`src/rtl/inter_pred_seq_if.sv`:
```
// Downstream handshake bundle of inter_pred_seq: averager capture strobe,
// block valid/ready handshake, current block index and macroblock-done pulse.
interface inter_pred_seq_if;
   logic       avg_capture;
   logic       out_valid;
   logic       out_ready;
   logic [3:0] blk_idx;
   logic       mb_done;

   modport master (
      output avg_capture,
      output out_valid,
      output blk_idx,
      output mb_done,
      input  out_ready
   );

   modport slave (
      input  avg_capture,
      input  out_valid,
      input  blk_idx,
      input  mb_done,
      output out_ready
   );
endinterface

```
`src/rtl/inter_pred_seq.sv`:
```
// Inter-prediction block sequencer: for each 4x4 block of a macroblock it
// launches the L0/L1 interpolators, waits for every used list to finish,
// strobes the averager and hands the block downstream.
// Optional feature macro: INTER_WEIGHTED_PRED_EN (registered weighted-
// prediction parameters; without it those outputs are tied to 0).
module inter_pred_seq #(
   parameter int unsigned NUM_BLK = 16
) (
   input  logic                  clk,
   input  logic                  reset_n,
   input  logic                  mb_start,
   input  logic [1:0]            pred_dir,
   input  logic                  abort,
   input  logic                  Inter_L0_end,
   input  logic                  Inter_L1_end,
   input  logic                  wp_en_in,
   input  logic [2:0]            logWD_in,
   input  logic [7:0]            w0_in,
   input  logic [7:0]            w1_in,
   input  logic [7:0]            o0_in,
   input  logic [7:0]            o1_in,
   output logic                  Inter_L0_start,
   output logic                  Inter_L1_start,
   output logic                  enable_L0,
   output logic                  enable_L1,
   output logic                  weighted_pred_en,
   output logic [2:0]            logWD,
   output logic [7:0]            w0,
   output logic [7:0]            w1,
   output logic [7:0]            o0,
   output logic [7:0]            o1,
   inter_pred_seq_if.master      out_if
);

   localparam logic [3:0] LAST_BLK = 4'(NUM_BLK - 1);

   typedef enum logic [2:0] {IDLE, LAUNCH, WAIT, AVG, OUT} state_t;

   state_t     state_q, state_d;
   logic [1:0] dir_q, dir_d;
   logic [1:0] flag_q, flag_d;
   logic [3:0] blk_q, blk_d;
   logic       l0s_q, l0s_d;
   logic       l1s_q, l1s_d;
   logic       cap_q, cap_d;
   logic       val_q, val_d;
   logic       done_q, done_d;
   logic [1:0] ends;
   logic       accept;

   assign ends   = {Inter_L0_end, Inter_L1_end} & dir_q;
   assign accept = (state_q == IDLE) && mb_start && (pred_dir != 2'b00) && !abort;

   // next-state and registered-output computation; abort overrides everything
   always_comb begin
      state_d = state_q;
      dir_d   = dir_q;
      flag_d  = flag_q;
      blk_d   = blk_q;
      l0s_d   = 1'b0;
      l1s_d   = 1'b0;
      cap_d   = 1'b0;
      val_d   = val_q;
      done_d  = 1'b0;
      case (state_q)
         IDLE: begin
            if (accept) begin
               state_d = LAUNCH;
               dir_d   = pred_dir;
               blk_d   = '0;
               flag_d  = '0;
               l0s_d   = pred_dir[1];
               l1s_d   = pred_dir[0];
            end
         end
         LAUNCH: begin
            // flags from the previous block are dropped; an end seen here counts
            flag_d  = ends;
            state_d = WAIT;
         end
         WAIT: begin
            flag_d = flag_q | ends;
            if ((flag_d & dir_q) == dir_q) begin
               state_d = AVG;
               cap_d   = 1'b1;
            end
         end
         AVG: begin
            state_d = OUT;
            val_d   = 1'b1;
         end
         OUT: begin
            if (out_if.out_ready) begin
               val_d  = 1'b0;
               flag_d = '0;
               if (blk_q == LAST_BLK) begin
                  state_d = IDLE;
                  done_d  = 1'b1;
                  dir_d   = '0;
                  blk_d   = '0;
               end else begin
                  state_d = LAUNCH;
                  blk_d   = blk_q + 4'd1;
                  l0s_d   = dir_q[1];
                  l1s_d   = dir_q[0];
               end
            end
         end
         default: state_d = IDLE;
      endcase
      if (abort) begin
         state_d = IDLE;
         dir_d   = '0;
         flag_d  = '0;
         blk_d   = '0;
         l0s_d   = 1'b0;
         l1s_d   = 1'b0;
         cap_d   = 1'b0;
         val_d   = 1'b0;
         done_d  = 1'b0;
      end
   end

   // sequencer state and registered outputs
   always_ff @(posedge clk or negedge reset_n) begin
      if (!reset_n) begin
         state_q <= IDLE;
         dir_q   <= '0;
         flag_q  <= '0;
         blk_q   <= '0;
         l0s_q   <= 1'b0;
         l1s_q   <= 1'b0;
         cap_q   <= 1'b0;
         val_q   <= 1'b0;
         done_q  <= 1'b0;
      end else begin
         state_q <= state_d;
         dir_q   <= dir_d;
         flag_q  <= flag_d;
         blk_q   <= blk_d;
         l0s_q   <= l0s_d;
         l1s_q   <= l1s_d;
         cap_q   <= cap_d;
         val_q   <= val_d;
         done_q  <= done_d;
      end
   end

   assign Inter_L0_start     = l0s_q;
   assign Inter_L1_start     = l1s_q;
   assign enable_L0          = dir_q[1];
   assign enable_L1          = dir_q[0];
   assign out_if.avg_capture = cap_q;
   assign out_if.out_valid   = val_q;
   assign out_if.blk_idx     = blk_q;
   assign out_if.mb_done     = done_q;

`ifdef INTER_WEIGHTED_PRED_EN
   logic [35:0] wp_q, wp_d;

   // parameters captured on an accepted start and held for the macroblock
   always_comb begin
      wp_d = wp_q;
      if (accept) wp_d = {wp_en_in, logWD_in, w0_in, w1_in, o0_in, o1_in};
   end

   // weighted-prediction parameter register
   always_ff @(posedge clk or negedge reset_n) begin
      if (!reset_n) wp_q <= '0;
      else          wp_q <= wp_d;
   end

   assign {weighted_pred_en, logWD, w0, w1, o0, o1} = wp_q;
`else
   logic unused_wp_inputs;
   assign unused_wp_inputs = ^{wp_en_in, logWD_in, w0_in, w1_in, o0_in, o1_in};
   assign {weighted_pred_en, logWD, w0, w1, o0, o1} = '0;
`endif

endmodule

```
`src/flat_wrapper.sv`:
```
// flat-port wrapper written by rule: the top's interface ports become plain ports
module inter_pred_seq_flat 
#(
   parameter int unsigned NUM_BLK = 16
)
  (clk, reset_n, mb_start, pred_dir, abort, Inter_L0_end, Inter_L1_end, wp_en_in, logWD_in, w0_in, w1_in, o0_in, o1_in, Inter_L0_start, Inter_L1_start, enable_L0, enable_L1, weighted_pred_en, logWD, w0, w1, o0, o1, out_if_avg_capture, out_if_out_valid, out_if_blk_idx, out_if_mb_done, out_if_out_ready);
  inter_pred_seq_if out_if_i ();
  input  logic clk;
  input  logic reset_n;
  input  logic mb_start;
  input  logic [1:0] pred_dir;
  input  logic abort;
  input  logic Inter_L0_end;
  input  logic Inter_L1_end;
  input  logic wp_en_in;
  input  logic [2:0] logWD_in;
  input  logic [7:0] w0_in;
  input  logic [7:0] w1_in;
  input  logic [7:0] o0_in;
  input  logic [7:0] o1_in;
  output logic Inter_L0_start;
  output logic Inter_L1_start;
  output logic enable_L0;
  output logic enable_L1;
  output logic weighted_pred_en;
  output logic [2:0] logWD;
  output logic [7:0] w0;
  output logic [7:0] w1;
  output logic [7:0] o0;
  output logic [7:0] o1;
  output wire logic [$bits(out_if_i.avg_capture)-1:0] out_if_avg_capture;
  output wire logic [$bits(out_if_i.out_valid)-1:0] out_if_out_valid;
  output wire logic [$bits(out_if_i.blk_idx)-1:0] out_if_blk_idx;
  output wire logic [$bits(out_if_i.mb_done)-1:0] out_if_mb_done;
  input wire logic [$bits(out_if_i.out_ready)-1:0] out_if_out_ready;
  assign out_if_avg_capture = out_if_i.avg_capture;
  assign out_if_out_valid = out_if_i.out_valid;
  assign out_if_blk_idx = out_if_i.blk_idx;
  assign out_if_mb_done = out_if_i.mb_done;
  assign out_if_i.out_ready = out_if_out_ready;
  inter_pred_seq #(.NUM_BLK(NUM_BLK)) u_core (.clk(clk), .reset_n(reset_n), .mb_start(mb_start), .pred_dir(pred_dir), .abort(abort), .Inter_L0_end(Inter_L0_end), .Inter_L1_end(Inter_L1_end), .wp_en_in(wp_en_in), .logWD_in(logWD_in), .w0_in(w0_in), .w1_in(w1_in), .o0_in(o0_in), .o1_in(o1_in), .Inter_L0_start(Inter_L0_start), .Inter_L1_start(Inter_L1_start), .enable_L0(enable_L0), .enable_L1(enable_L1), .weighted_pred_en(weighted_pred_en), .logWD(logWD), .w0(w0), .w1(w1), .o0(o0), .o1(o1), .out_if(out_if_i));
endmodule
```
`config.mk`:
```
export PLATFORM = sky130hd
export DESIGN_NAME = inter_pred_seq_flat
export DESIGN_NICKNAME = d
export VERILOG_FILES = /design/src/rtl/inter_pred_seq_if.sv /design/src/rtl/inter_pred_seq.sv /design/src/flat_wrapper.sv
export SDC_FILE = /design/constraint.sdc
export NUM_CORES = 1
export LEC_CHECK = 0
export ABC_AREA = 1
export CORE_AREA = 2 2 91 49
export CTS_CLUSTER_SIZE = 20
export DETAILED_ROUTE_END_ITERATION = 8
export DIE_AREA = 0 0 93 51
export PLACE_DENSITY = 0.82
export SYNTH_ARGS = -nofsm -noshare
export SYNTH_HDL_FRONTEND = slang
export SYNTH_SLANG_ARGS = --single-unit
```
`constraint.sdc`:
```
create_clock -name clk -period 1.2 [get_ports clk]
set_input_delay 0.36 -clock clk [delete_from_list [all_inputs] [get_ports clk]]
set_output_delay 0.36 -clock clk [all_outputs]
set_load 0.01 [all_outputs]
```
==> metrics.md <==
| Metric | Value |
|---|---|
| Status | `finished with violations` |
| Failing checks | `negative setup slack` |
| CTS tree | `done` |
| Final Wtd Congestion | `0.883` |
| Clock Tree Buf Depth | `2` |
| Hold_buf cts | `0` |
| Die ar. | `around 4700 µm²` |
| Avg Vias per Cell | `roughly 4.0` |
| Per-cell routed wire length | `10.6 µm` |
| # rows | `17` |
| Max-slew violation count | `0` |
| Vias in the first global route | `753` |
| Sequential share of the synthesized area | `34.5%` |
| Most frequent cell after synthesis | `buf_4` |
| Core area | `about 4000 µm²` |
| Synth top cells by count | `36 x buf_4, 35 x nand2_1, 18 x nor2_1, 17 x nand3_1, 16 x dfrtp_1` |
| Hold/Removal Path Class | `in2async` |
| Largest net degree at the start of global routing | `17` |
| Sequential power share | `roughly a third` |
| Skew final | `between 0.005 and 0.006 ns` |
| Area Growth Syn to Fin | `30.9%` |
| Vias post-DR | `1025` |
| Die width | `93 µm` |
| Initial antenna violation count | `0` |
| Skew-Pair Late Insertion Delay | `0.26 ns` |
| Placed Cells | `about 250` |
| CP Capture Type | `flip-flop` |
| DRC Markers | `0` |
| Total Wirelength | `2710 µm` |
| Unrepaired setup endpoints after global routing | `true` |
| Worst setup SP type | `flip-flop` |
| CTS clk-pin slew, worst paths | `0.06 ns` |
| Final worst slack | `-0.0803 ns` |
| Total track usage | `between 10% and 20%` |
| IO buf count | `19` |
| Cells after synthesis | `159` |
| WP data arrival | `approximately 1.5 ns` |
| Crit share post-route | `107%` |
| Post-synth EDFFs | `0` |
| Fin crit period | `1.28 ns` |
| Avg Cell Area, Syn | `7.29 µm²` |
| Flops & latches, synth | `16` |
| Initial DRT Pass Iterations | `4` |
| Post-synth top flop | `dfrtp_1` |
| CTS buffer count | `3` |
| Clock Sinks | `16` |
| Setup violators final | `12` |
| 1st-iter DRT viols | `89` |
| Initial Util | `28.4%` |
| Synth async-reset ratio | `100%` |
| Fin util | `37.2%` |
| Crit Path Category | `reg2reg` |
| PwrDens | `1340 nW/µm²` |
| Root buf cell | `clkbuf_8` |
| Filler Cells Inserted | `438` |
| Peak VDD IR | `a little over 0.0004 V` |
| Int Pwr | `1.22 mW` |
| Synth cell types | `19` |
| Ant. Diodes | `0` |
| Ports | `92` |
| CTS H-tree lvls | `1` |
| P_sw | `0.808 mW` |
| R2r startpoint | `u_core.state_q[0]$_DFFE_PN0P_` |
| Synthesized cell area | `1160 µm²` |
| Layout cells sized above 1 | `30.8%` |
| Die Y-Extent | `51 µm` |
| First-pass GRT wire length | `3580 µm` |
| Synth area leader | `dfrtp_1` |
| Worst-path maximum fanout | `6` |
| Max-Cap Viols | `0` |
| Final std cells w/o fill | `255` |
| FMAX | `around 780 MHz` |
| Critical Path RT | `1.39 ns` |
| Post-DRT Antenna Nets | `0` |
| Nets@finish | `245` |
| Crit path launch | `u_core.state_q[0]$_DFFE_PN0P_` |
| Synth Warn # | `0` |
| Clock power frac | `about a quarter` |
| Top-area cell type share of the netlist area | `34.5%` |
| Overall power | `about 2.0 mW` |
| Sw Ratio | `39.9%` |
| Logic gate share of total power | `41.8%` |
| DP HPWL | `1950 µm` |
| Total negative slack | `-0.391 ns` |
| Final hold viol count | `0` |
| Synth top area cells | `dfrtp_1 35%, buf_4 23%, nand2_1 11%, nand3_1 7.3%, nor2_1 5.8%` |
| LEAKAGE | `0.842 nW` |
| Reg2reg path depth | `5` |
| Overflow after GRT | `0` |
-- metrics by stage --
stage	cell area [µm²]	hold slack [ns]	setup WS [ns]
2_1_floorplan	1290	0.0644	0.00752
3_3_place_gp	1400	0.458	-0.409
3_5_place_dp	1400	0.460	-0.430
4_1_cts	1450	0.447	-0.0357
5_1_grt	1520	0.453	-0.144
6_report	1520	0.441	-0.0803
-- metal layers --
metal | wire [µm] | vias up | GRT usage (%) | part of all wire, %
met5 | 0 | - | 0 | 0
met4 | 19 | 0 | 2.21 | 0.70
met3 | 208 | 2 | 5.01 | 7.7
met2 | 1280 | 35 | 13.8 | 47
met1 | 1200 | 473 | 14.7 | 44
li1 | - | 515 | - | -
-- cells by family (layout without fill, tap and decap cells) --
kind of cell	count (synthesis)	in the layout	synth area share (%)
AND/OR/NAND/NOR	79	79	30.2
buffers and inverters	51	55	28.8
AO/OA/AOI/OAI	11	11	5.07
flip-flops	16	16	34.5
adder cells (fa/ha/maj)	1	1	1.08
other	1	36	0.323
-- critical path: stages, from the launching register on --
cell     delay (ns)
dfrtp_2        0.44
nor2_4         0.25
nand2_2        0.13
nor2_2         0.15
nand3_1        0.10
a21oi_2        0.14
-- flip-flops by register name (all words and copies together), names as in the netlist --
signal and flops:
u_core.flag_q 2, u_core.Inter_L0_start 1, u_core.out_if.blk_idx 4, u_core.Inter_L1_start 1, u_core.dir_q 2, u_core.out_if.out_valid 1, u_core.state_q 3, u_core.out_if.avg_capture 1
u_core.out_if.mb_done 1
-- area by class of cell --
cell class                      instances  area, µm²  share of cell area, %
Clock buffer                            4       55.1                   3.63
Inverter                               14       52.6                   3.46
Multi-Input combinational cell        127        642                   42.3
Sequential cell                        16        403                   26.5
Tap cell                               57       71.3                   4.70
Timing Repair Buffer                   37        294                   19.4
-- power groups by stage --
stage | Sequential, mW | Clock, mW | Combinational (mW)
final | 0.697 | 0.482 | 0.848
after global routing | 0.705 | 0.521 | 0.937
after CTS | 0.680 | 0.493 | 0.738
after detailed placement | 0.689 | 0 | 0.734
after global placement | 0.691 | 0 | 0.718
after floorplan | 0.704 | 0 | 0.514
-- what timing repair did --
item	CTS	global route
resized for setup	51	25
endpoints found under the setup margin	24	16
setup buffers	2	0
cloned	0	0
pin swaps	4	2
-- final timing paths --
kind | endpoint | slack (ns)
worst min-delay path | u_core.out_if.blk_idx[1]$_DFFE_PN0P_ | 0.44
min in group clk | u_core.dir_q[1]$_DFFE_PN0P_ | 0.46
worst min register to register | u_core.flag_q[1]$_DFFE_PN0P_ | 0.47
max in group asynchronous | u_core.state_q[1]$_DFFE_PN0P_ | 0.62
worst max register to register | u_core.Inter_L1_start$_DFF_PN0_ | -0.08
worst max-delay path | u_core.Inter_L1_start$_DFF_PN0_ | -0.08
-- cells in the final DEF (no fill, tap or decap), types with 4 or more instances in the layout --
master    count
nor2_1       14
nand3_2       5
dfrtp_1      14
nand2_1      32
conb_1       36
buf_2        10
inv_1        11
nand2_2       4
buf_4        16
clkbuf_8      4
a21oi_1       4
nand3_1      12
a21oi_2       4
Power figures use the tool's default switching activity.
